`config.mk`:
```
export PLATFORM = sky130hd
export DESIGN_NAME = tex_clut_fetch_flat
export DESIGN_NICKNAME = d
export VERILOG_FILES = /design/src/rtl/tex_clut_fetch_if.sv /design/src/rtl/tex_clut_fetch.sv /design/src/flat_wrapper.sv
export SDC_FILE = /design/constraint.sdc
export NUM_CORES = 1
export LEC_CHECK = 0
export ABC_CLOCK_PERIOD_IN_PS = 5300
export BUFFER_PORTS_ARGS = -buffer_cell sky130_fd_sc_hd__buf_2
export CORE_ASPECT_RATIO = 2
export CORE_MARGIN = 1.5
export CORE_UTILIZATION = 35
export CTS_CLUSTER_DIAMETER = 60
export DETAILED_ROUTE_END_ITERATION = 6
export PLACE_DENSITY_LB_ADDON = 0.3
export SYNTH_ARGS = -nofsm -noshare
export SYNTH_HDL_FRONTEND = slang
export SYNTH_SLANG_ARGS = --single-unit
export TNS_END_PERCENT = 5
```
`constraint.sdc`:
```
create_clock -name clk -period 5.3 [get_ports clk]
set_input_delay 0.795 -clock clk [delete_from_list [all_inputs] [get_ports clk]]
set_output_delay 0.795 -clock clk [all_outputs]
set_load 0.02 [all_outputs]
```
`src/rtl/tex_clut_fetch_if.sv`:
```
// Bus bundle for tex_clut_fetch.
// Carries three groups of signals:
//   - texel request from the addressing stage: i_texValid, o_texReady, i_texelAdress, i_subU
//   - VRAM read port towards the arbiter: o_memReq, o_memAdr, i_memAck, i_memDataValid, i_memData
//   - colour result to the pixel pipeline: o_pixValid, i_pixReady, o_pixColor
// Signal names are given from the fetch block's point of view.
// The slave modport is the fetch block. The master modport is its environment.
interface tex_clut_fetch_if;
    localparam int unsigned ADR_W  = 19;
    localparam int unsigned DATA_W = 16;

    logic              i_texValid;
    logic              o_texReady;
    logic [ADR_W-1:0]  i_texelAdress;
    logic [1:0]        i_subU;

    logic              o_memReq;
    logic [ADR_W-1:0]  o_memAdr;
    logic              i_memAck;
    logic              i_memDataValid;
    logic [DATA_W-1:0] i_memData;

    logic              o_pixValid;
    logic              i_pixReady;
    logic [DATA_W-1:0] o_pixColor;

    modport slave (
        input  i_texValid, i_texelAdress, i_subU,
        input  i_memAck, i_memDataValid, i_memData,
        input  i_pixReady,
        output o_texReady, o_memReq, o_memAdr, o_pixValid, o_pixColor
    );

    modport master (
        output i_texValid, i_texelAdress, i_subU,
        output i_memAck, i_memDataValid, i_memData,
        output i_pixReady,
        input  o_texReady, o_memReq, o_memAdr, o_pixValid, o_pixColor
    );
endinterface

```
`src/rtl/tex_clut_fetch.sv`:
```
// Texture fetch with CLUT lookup.
// Per pixel, the block does three things:
//   1. Takes one halfword texel address.
//   2. Reads that halfword from VRAM. The read is skipped if the one-entry texel cache hits.
//   3. Produces the colour:
//        - 16-bit and reserved formats: the halfword is the colour.
//        - 4/8-bit formats: extract a palette index, then read the CLUT entry.
//          The read is skipped if the one-entry CLUT cache hits.
// Ports:
//   clk, rst           clock and synchronous active-high reset
//   GPU_REG_TexFormat  texture format: 0=4bit, 1=8bit, 2/3=direct 16bit
//   GPU_REG_CLUTx/y    CLUT base (X in 16-halfword units, Y line)
//   i_invalidate       drop both cache entries
//   bus                texel request, VRAM read port and colour output (slave modport)
module tex_clut_fetch (
    input  logic            clk,
    input  logic            rst,
    input  logic [1:0]      GPU_REG_TexFormat,
    input  logic [5:0]      GPU_REG_CLUTx,
    input  logic [8:0]      GPU_REG_CLUTy,
    input  logic            i_invalidate,
    tex_clut_fetch_if.slave bus
);
    localparam int unsigned ADR_W  = 19;
    localparam int unsigned DATA_W = 16;
    localparam int unsigned IDX_W  = 8;
    localparam int unsigned LINE_W = 10;

    typedef enum logic [2:0] {
        IDLE,
        TEX_REQ,
        TEX_WAIT,
        INDEX,
        CLUT_REQ,
        CLUT_WAIT,
        OUT
    } fetchState_t;

    fetchState_t       state;
    fetchState_t       stateNext;

    // Request parameters captured at accept.
    logic [ADR_W-1:0]  lAdr;
    logic [1:0]        lSubU;
    logic [1:0]        lFmt;
    logic [5:0]        lClutX;
    logic [8:0]        lClutY;

    // Halfword for the pixel currently in flight.
    logic [DATA_W-1:0] halfWord;

    // One-entry texel and CLUT caches.
    logic              texVld;
    logic [ADR_W-1:0]  texTag;
    logic [DATA_W-1:0] texData;
    logic              clutVld;
    logic [ADR_W-1:0]  clutTag;
    logic [DATA_W-1:0] clutData;

    // Next values for the registered outputs.
    logic              memReqNext;
    logic [ADR_W-1:0]  memAdrNext;
    logic [DATA_W-1:0] pixColorNext;

    logic              accept;
    logic              texHit;
    logic              clutHit;
    logic              fmtDirect;
    logic              texFill;
    logic              clutFill;
    logic [3:0]        nibble;
    logic [IDX_W-1:0]  idx;
    logic [LINE_W-1:0] clutX;
    logic [ADR_W-1:0]  clutAdr;

    assign accept    = (state == IDLE) && bus.i_texValid && bus.o_texReady;
    assign texHit    = texVld && (texTag == bus.i_texelAdress);
    assign fmtDirect = lFmt[1];
    assign texFill   = (state == TEX_WAIT) && bus.i_memDataValid;
    assign clutFill  = (state == CLUT_WAIT) && bus.i_memDataValid;
    assign clutAdr   = {lClutY, clutX};
    assign clutHit   = clutVld && (clutTag == clutAdr);

    // Palette index extraction and CLUT address.
    // The X sum wraps within the CLUT line and never carries into Y.
    always_comb begin
        nibble = 4'd0;
        idx    = '0;
        case (lSubU)
            2'd0: nibble = halfWord[3:0];
            2'd1: nibble = halfWord[7:4];
            2'd2: nibble = halfWord[11:8];
            2'd3: nibble = halfWord[15:12];
            default: nibble = 4'd0;
        endcase
        if (lFmt == 2'd0) begin
            idx = {4'd0, nibble};
        end else begin
            idx = lSubU[0] ? halfWord[15:8] : halfWord[7:0];
        end
        clutX = LINE_W'({lClutX, 4'd0}) + LINE_W'({2'd0, idx});
    end

    // Next-state and next-output logic.
    always_comb begin
        stateNext    = state;
        memReqNext   = 1'b0;
        memAdrNext   = bus.o_memAdr;
        pixColorNext = bus.o_pixColor;
        case (state)
            IDLE: begin
                if (accept) begin
                    if (texHit) begin
                        stateNext = INDEX;
                    end else begin
                        stateNext  = TEX_REQ;
                        memReqNext = 1'b1;
                        memAdrNext = bus.i_texelAdress;
                    end
                end
            end
            TEX_REQ: begin
                if (bus.i_memAck) begin
                    stateNext = TEX_WAIT;
                end else begin
                    memReqNext = 1'b1;
                end
            end
            TEX_WAIT: begin
                if (bus.i_memDataValid) begin
                    stateNext = INDEX;
                end
            end
            INDEX: begin
                if (fmtDirect) begin
                    pixColorNext = halfWord;
                    stateNext    = OUT;
                end else if (clutHit) begin
                    pixColorNext = clutData;
                    stateNext    = OUT;
                end else begin
                    stateNext  = CLUT_REQ;
                    memReqNext = 1'b1;
                    memAdrNext = clutAdr;
                end
            end
            CLUT_REQ: begin
                if (bus.i_memAck) begin
                    stateNext = CLUT_WAIT;
                end else begin
                    memReqNext = 1'b1;
                end
            end
            CLUT_WAIT: begin
                if (bus.i_memDataValid) begin
                    pixColorNext = bus.i_memData;
                    stateNext    = OUT;
                end
            end
            OUT: begin
                if (bus.i_pixReady) begin
                    stateNext = IDLE;
                end
            end
            default: stateNext = IDLE;
        endcase
    end

    // State and registered outputs.
    always_ff @(posedge clk) begin
        if (rst) begin
            state          <= IDLE;
            bus.o_texReady <= 1'b1;
            bus.o_memReq   <= 1'b0;
            bus.o_memAdr   <= '0;
            bus.o_pixValid <= 1'b0;
            bus.o_pixColor <= '0;
        end else begin
            state          <= stateNext;
            bus.o_texReady <= (stateNext == IDLE);
            bus.o_memReq   <= memReqNext;
            bus.o_memAdr   <= memAdrNext;
            bus.o_pixValid <= (stateNext == OUT);
            bus.o_pixColor <= pixColorNext;
        end
    end

    // Request capture, in-flight halfword and cache maintenance.
    // Invalidate has priority over a fill in the same cycle.
    // The filled data still reaches the current pixel through halfWord or pixColorNext.
    always_ff @(posedge clk) begin
        if (rst) begin
            lAdr     <= '0;
            lSubU    <= '0;
            lFmt     <= '0;
            lClutX   <= '0;
            lClutY   <= '0;
            halfWord <= '0;
            texVld   <= 1'b0;
            texTag   <= '0;
            texData  <= '0;
            clutVld  <= 1'b0;
            clutTag  <= '0;
            clutData <= '0;
        end else begin
            if (accept) begin
                lAdr   <= bus.i_texelAdress;
                lSubU  <= bus.i_subU;
                lFmt   <= GPU_REG_TexFormat;
                lClutX <= GPU_REG_CLUTx;
                lClutY <= GPU_REG_CLUTy;
                if (texHit) begin
                    halfWord <= texData;
                end
            end
            if (texFill) begin
                halfWord <= bus.i_memData;
                texTag   <= lAdr;
                texData  <= bus.i_memData;
            end
            if (clutFill) begin
                clutTag  <= bus.o_memAdr;
                clutData <= bus.i_memData;
            end
            if (i_invalidate) begin
                texVld  <= 1'b0;
                clutVld <= 1'b0;
            end else begin
                if (texFill) begin
                    texVld <= 1'b1;
                end
                if (clutFill) begin
                    clutVld <= 1'b1;
                end
            end
        end
    end
endmodule
```
`src/flat_wrapper.sv`:
```
// flat-port wrapper written by rule: the top's interface ports become plain ports
module tex_clut_fetch_flat 
  (clk, rst, GPU_REG_TexFormat, GPU_REG_CLUTx, GPU_REG_CLUTy, i_invalidate, bus_i_texValid, bus_i_texelAdress, bus_i_subU, bus_i_memAck, bus_i_memDataValid, bus_i_memData, bus_i_pixReady, bus_o_texReady, bus_o_memReq, bus_o_memAdr, bus_o_pixValid, bus_o_pixColor);
  tex_clut_fetch_if bus_i ();
  input  logic clk;
  input  logic rst;
  input  logic [1:0] GPU_REG_TexFormat;
  input  logic [5:0] GPU_REG_CLUTx;
  input  logic [8:0] GPU_REG_CLUTy;
  input  logic i_invalidate;
  input wire logic [$bits(bus_i.i_texValid)-1:0] bus_i_texValid;
  input wire logic [$bits(bus_i.i_texelAdress)-1:0] bus_i_texelAdress;
  input wire logic [$bits(bus_i.i_subU)-1:0] bus_i_subU;
  input wire logic [$bits(bus_i.i_memAck)-1:0] bus_i_memAck;
  input wire logic [$bits(bus_i.i_memDataValid)-1:0] bus_i_memDataValid;
  input wire logic [$bits(bus_i.i_memData)-1:0] bus_i_memData;
  input wire logic [$bits(bus_i.i_pixReady)-1:0] bus_i_pixReady;
  output wire logic [$bits(bus_i.o_texReady)-1:0] bus_o_texReady;
  output wire logic [$bits(bus_i.o_memReq)-1:0] bus_o_memReq;
  output wire logic [$bits(bus_i.o_memAdr)-1:0] bus_o_memAdr;
  output wire logic [$bits(bus_i.o_pixValid)-1:0] bus_o_pixValid;
  output wire logic [$bits(bus_i.o_pixColor)-1:0] bus_o_pixColor;
  assign bus_i.i_texValid = bus_i_texValid;
  assign bus_i.i_texelAdress = bus_i_texelAdress;
  assign bus_i.i_subU = bus_i_subU;
  assign bus_i.i_memAck = bus_i_memAck;
  assign bus_i.i_memDataValid = bus_i_memDataValid;
  assign bus_i.i_memData = bus_i_memData;
  assign bus_i.i_pixReady = bus_i_pixReady;
  assign bus_o_texReady = bus_i.o_texReady;
  assign bus_o_memReq = bus_i.o_memReq;
  assign bus_o_memAdr = bus_i.o_memAdr;
  assign bus_o_pixValid = bus_i.o_pixValid;
  assign bus_o_pixColor = bus_i.o_pixColor;
  tex_clut_fetch u_core (.clk(clk), .rst(rst), .GPU_REG_TexFormat(GPU_REG_TexFormat), .GPU_REG_CLUTx(GPU_REG_CLUTx), .GPU_REG_CLUTy(GPU_REG_CLUTy), .i_invalidate(i_invalidate), .bus(bus_i));
endmodule
```
==> impl_metrics.toml <==
[timing]
fin_setup_tns_ns = 0
max_freq_mhz = 250
worst-slew-pin-transition_ns = 0.835
rsz0062_at_grt = "no"
period_share = 0.754
hold_viol = 0
setup_viol = 0
slew_headroom = 0.443
maxSlewViolCount = 0
clock-skew-final_ns = 0.0132
layout_min_cycle_time_ns = 4.00

[synth]
synth_compound_area_frac = 0.184
synth_edf_count = 0
yosys-top-cells-count = "nand2_1 (271), a21oi_1 (167), dfxtp_1 (167), clkbuf_1 (61), nor2_1 (57)"
synth_top_area_share = 0.433
yosys.area.top_type = "dfxtp_1"
synth_seq_area_share = 0.433
synth_top_family_by_area = "simple AND/OR/NAND/NOR gates"
postSynthAreaPerCell_um2 = 7.79
async_flop_share = 0
synthTopCellsByArea = "dfxtp_1 (43%), nand2_1 (13%), a21oi_1 (11%)"
synth.most_common_cell = "nand2_1"
ys_seq_elements = 167
yosys.area_share.simple = 0.227
synthXorXnorAreaFrac = 0.0431
netlist_area_um2 = 7710
synth_cell_types = 56
yosysWarnings = 0
syn-num-nets = 1056
ys.flop_type = "dfxtp_1"
synthCells = 990
synthAdderAreaFrac = 0.00908
synth_mux_area_frac = 0.0623

[outcome]
status = "complete, no violations"

[layout]
layout-drive-gt1-share = 0.154
antenna_cells = 0
final_nets = 1113
utilization = 0.415
area_growth_pct = 16.1

[power_and_ir_drop]
p_int_mw = 2.14
switching_share = 0.295
p_clk_frac = 0.403
pwr-share-seq = 0.455
leakage_nw = 3.35
irDropWorstVdd_mv = 0.200
power.switching_mw = 0.896
p_per_area_nw_per_um2 = 340
combinationalPowerShare = 0.142

[critical_path]
cp_top_family = "simple AND/OR/NAND/NOR gates"
start_kind = "register"
cp-end-kind = "register"
path_class = "reg -> reg"
path_cells = "mux2i_1 -> nor2_1 -> ha_1 -> fa_1 -> xnor2_1 -> xnor2_1 -> or4_1 -> a21oi_1 -> and3_1 -> o31a_1 -> buf_4 -> mux2_2"
crit_top_cell = "xnor2_1"
arrival_ns = 4.32
worst-path-buf-inv = 1
slowest_stage = "dfxtp_1"
critPathRequiredTime_ns = 5.62
slowest_delay_ns = 0.73
path_max_fanout = 19

[grt]
track_usage = 0.204
grt_max_degree = 116
grt-ovfl-total = 0
first_global_vias = 6621
grt_pass1_wl_mm = 35.7
antenna_found_initial = 2

[detailed_routing]
postRouteAntennaNets = 0
drt_iter0_markers = 282
drt_drc_violations_left = 0
wl_per_cell_um = 16.9
dr.pass1.iters = 4
via_per_inst = 5.22
routed_wl_mm = 22.6
vias = 6953

[floorplan]
die_w_um = 108
start_util = 0.357
ios = 99
dieArea_um2 = 23000
die-height_um = 213
row_count = 76
core_um2 = 21600

[cts]
cts_buffers = 17
h-tree-depth = 4
cts_hold_buf = 0
post_cts_buffers = 0
clk_path_buf_depth = 2
worstSkewPairLatency_ns = 0.44
clock-sinks = 167
clkTransAtPathRegs_ns = 0.07
tritoncts = "yes"
post_cts_resized = 0
cts_root_buf = "clkbuf_16"

[flow_run]
cap_violations = 0

[place]
globalplace.congestion = 0.813
dp_hpwl_mm = 15.4
portBuffers = 98

[min_path]
hold_class = "reg -> reg"
[power by group through the flow]
stage                     logic, mW  registers [mW]  clock network [mW]
after floorplan               0.287            1.41                   0
after global placement        0.431            1.41                   0
after detailed placement      0.435            1.41                   0
after CTS                     0.437            1.38                1.25
after global routing          0.475            1.39                1.30
final                         0.431            1.38                1.23
[cell usage in the layout (no fill, tap or decap), types with 3 or more instances in the layout]
| cell type | n |
|---|---|
| mux2_2 | 5 |
| xor2_1 | 12 |
| ha_1 | 4 |
| buf_2 | 97 |
| dfxtp_1 | 167 |
| a211oi_1 | 4 |
| xnor2_1 | 26 |
| clkbuf_16 | 17 |
| o21ai_0 | 38 |
| nor2b_1 | 21 |
| a21oi_1 | 167 |
| mux2_1 | 15 |
| inv_6 | 3 |
| clkinv_4 | 5 |
| and3_1 | 5 |
| buf_4 | 14 |
| mux2i_1 | 24 |
| nand3_1 | 5 |
| inv_8 | 3 |
| inv_1 | 3 |
| nor4_1 | 4 |
| nand2_1 | 271 |
| a311oi_1 | 16 |
| nor3_1 | 6 |
| and2_1 | 3 |
| nand4_1 | 6 |
| or3_1 | 16 |
| nand2b_1 | 4 |
| nor2_1 | 55 |
| o21bai_1 | 3 |
[per-layer routing]
layer	GRT usage	vias up	routed length [um]
li1	-	3464	-
met1	0.224	3320	8900
met2	0.381	134	12400
met3	0.0330	33	740
met4	0.0808	2	556
met5	0	-	12
[path summary, 6_finish.rpt]
kind | end | startpoint | slack [ns] | cells past startpoint
worst max-delay path | u_core.bus.o_memAdr[8] | u_core.lSubU[0] | 1.30 | 12
worst min-delay path | u_core.texTag[17] | u_core.lAdr[17] | 0.45 | 2
worst max register to register | u_core.bus.o_memAdr[8] | u_core.lSubU[0] | 1.30 | 12
worst min register to register | u_core.texTag[17] | u_core.lAdr[17] | 0.45 | 2
[kinds of logic after synthesis]
| family | Yosys count |
|---|---|
| simple gates | 410 |
| xor+xnor | 38 |
| buf+inv | 77 |
| compound gates | 248 |
| fa+ha+maj | 5 |
| flops | 167 |
| mux | 45 |
[layout make-up]
type / instances / area, um2
clock inverters: 14 / 144
repair buffers: 112 / 611
clock buffers: 18 / 429
inverters: 3 / 11.3
flip-flops and latches: 167 / 3340
well taps: 273 / 342
multi-input cells: 746 / 4070
fillers: 2240 / 12600
[worst register-to-register path: stages, from the launching register on]
cell     delay (ns)
dfxtp_1        0.73
mux2i_1        0.26
nor2_1         0.07
ha_1           0.25
fa_1           0.43
xnor2_1        0.26
xnor2_1        0.10
or4_1          0.54
a21oi_1        0.22
and3_1         0.24
o31a_1         0.13
buf_4          0.28
mux2_2         0.39
[stage by stage]
stage | hold slack (ns) | cell area [um2] | power [mW] | setup WS (ns) | instances
4_1_cts | 0.455 | 8950 | 3.07 | 1.29 | 1333
3_5_place_dp | 0.445 | 8380 | 1.85 | 1.33 | 1301
5_1_grt | 0.462 | 8950 | 3.17 | 1.02 | 1333
6_report | 0.449 | 8950 | 3.04 | 1.30 | 1333
3_3_place_gp | 0.436 | 8380 | 1.84 | 1.39 | 1301
2_1_floorplan | 0.432 | 7710 | 1.69 | 1.75 | 990
[flip-flops by register name (all words and copies together) (netlist names), 2 cells and up]
register               cells
u_core.texTag             19
u_core.lAdr               19
u_core.bus.o_pixColor     16
u_core.clutTag            19
u_core.lSubU               2
u_core.halfWord           16
u_core.lClutY              9
u_core.texData            16
u_core.bus.o_memAdr       19
u_core.lClutX              6
u_core.clutData           16
u_core.lFmt                2
u_core.state               3
Power figures use the tool's default switching activity.
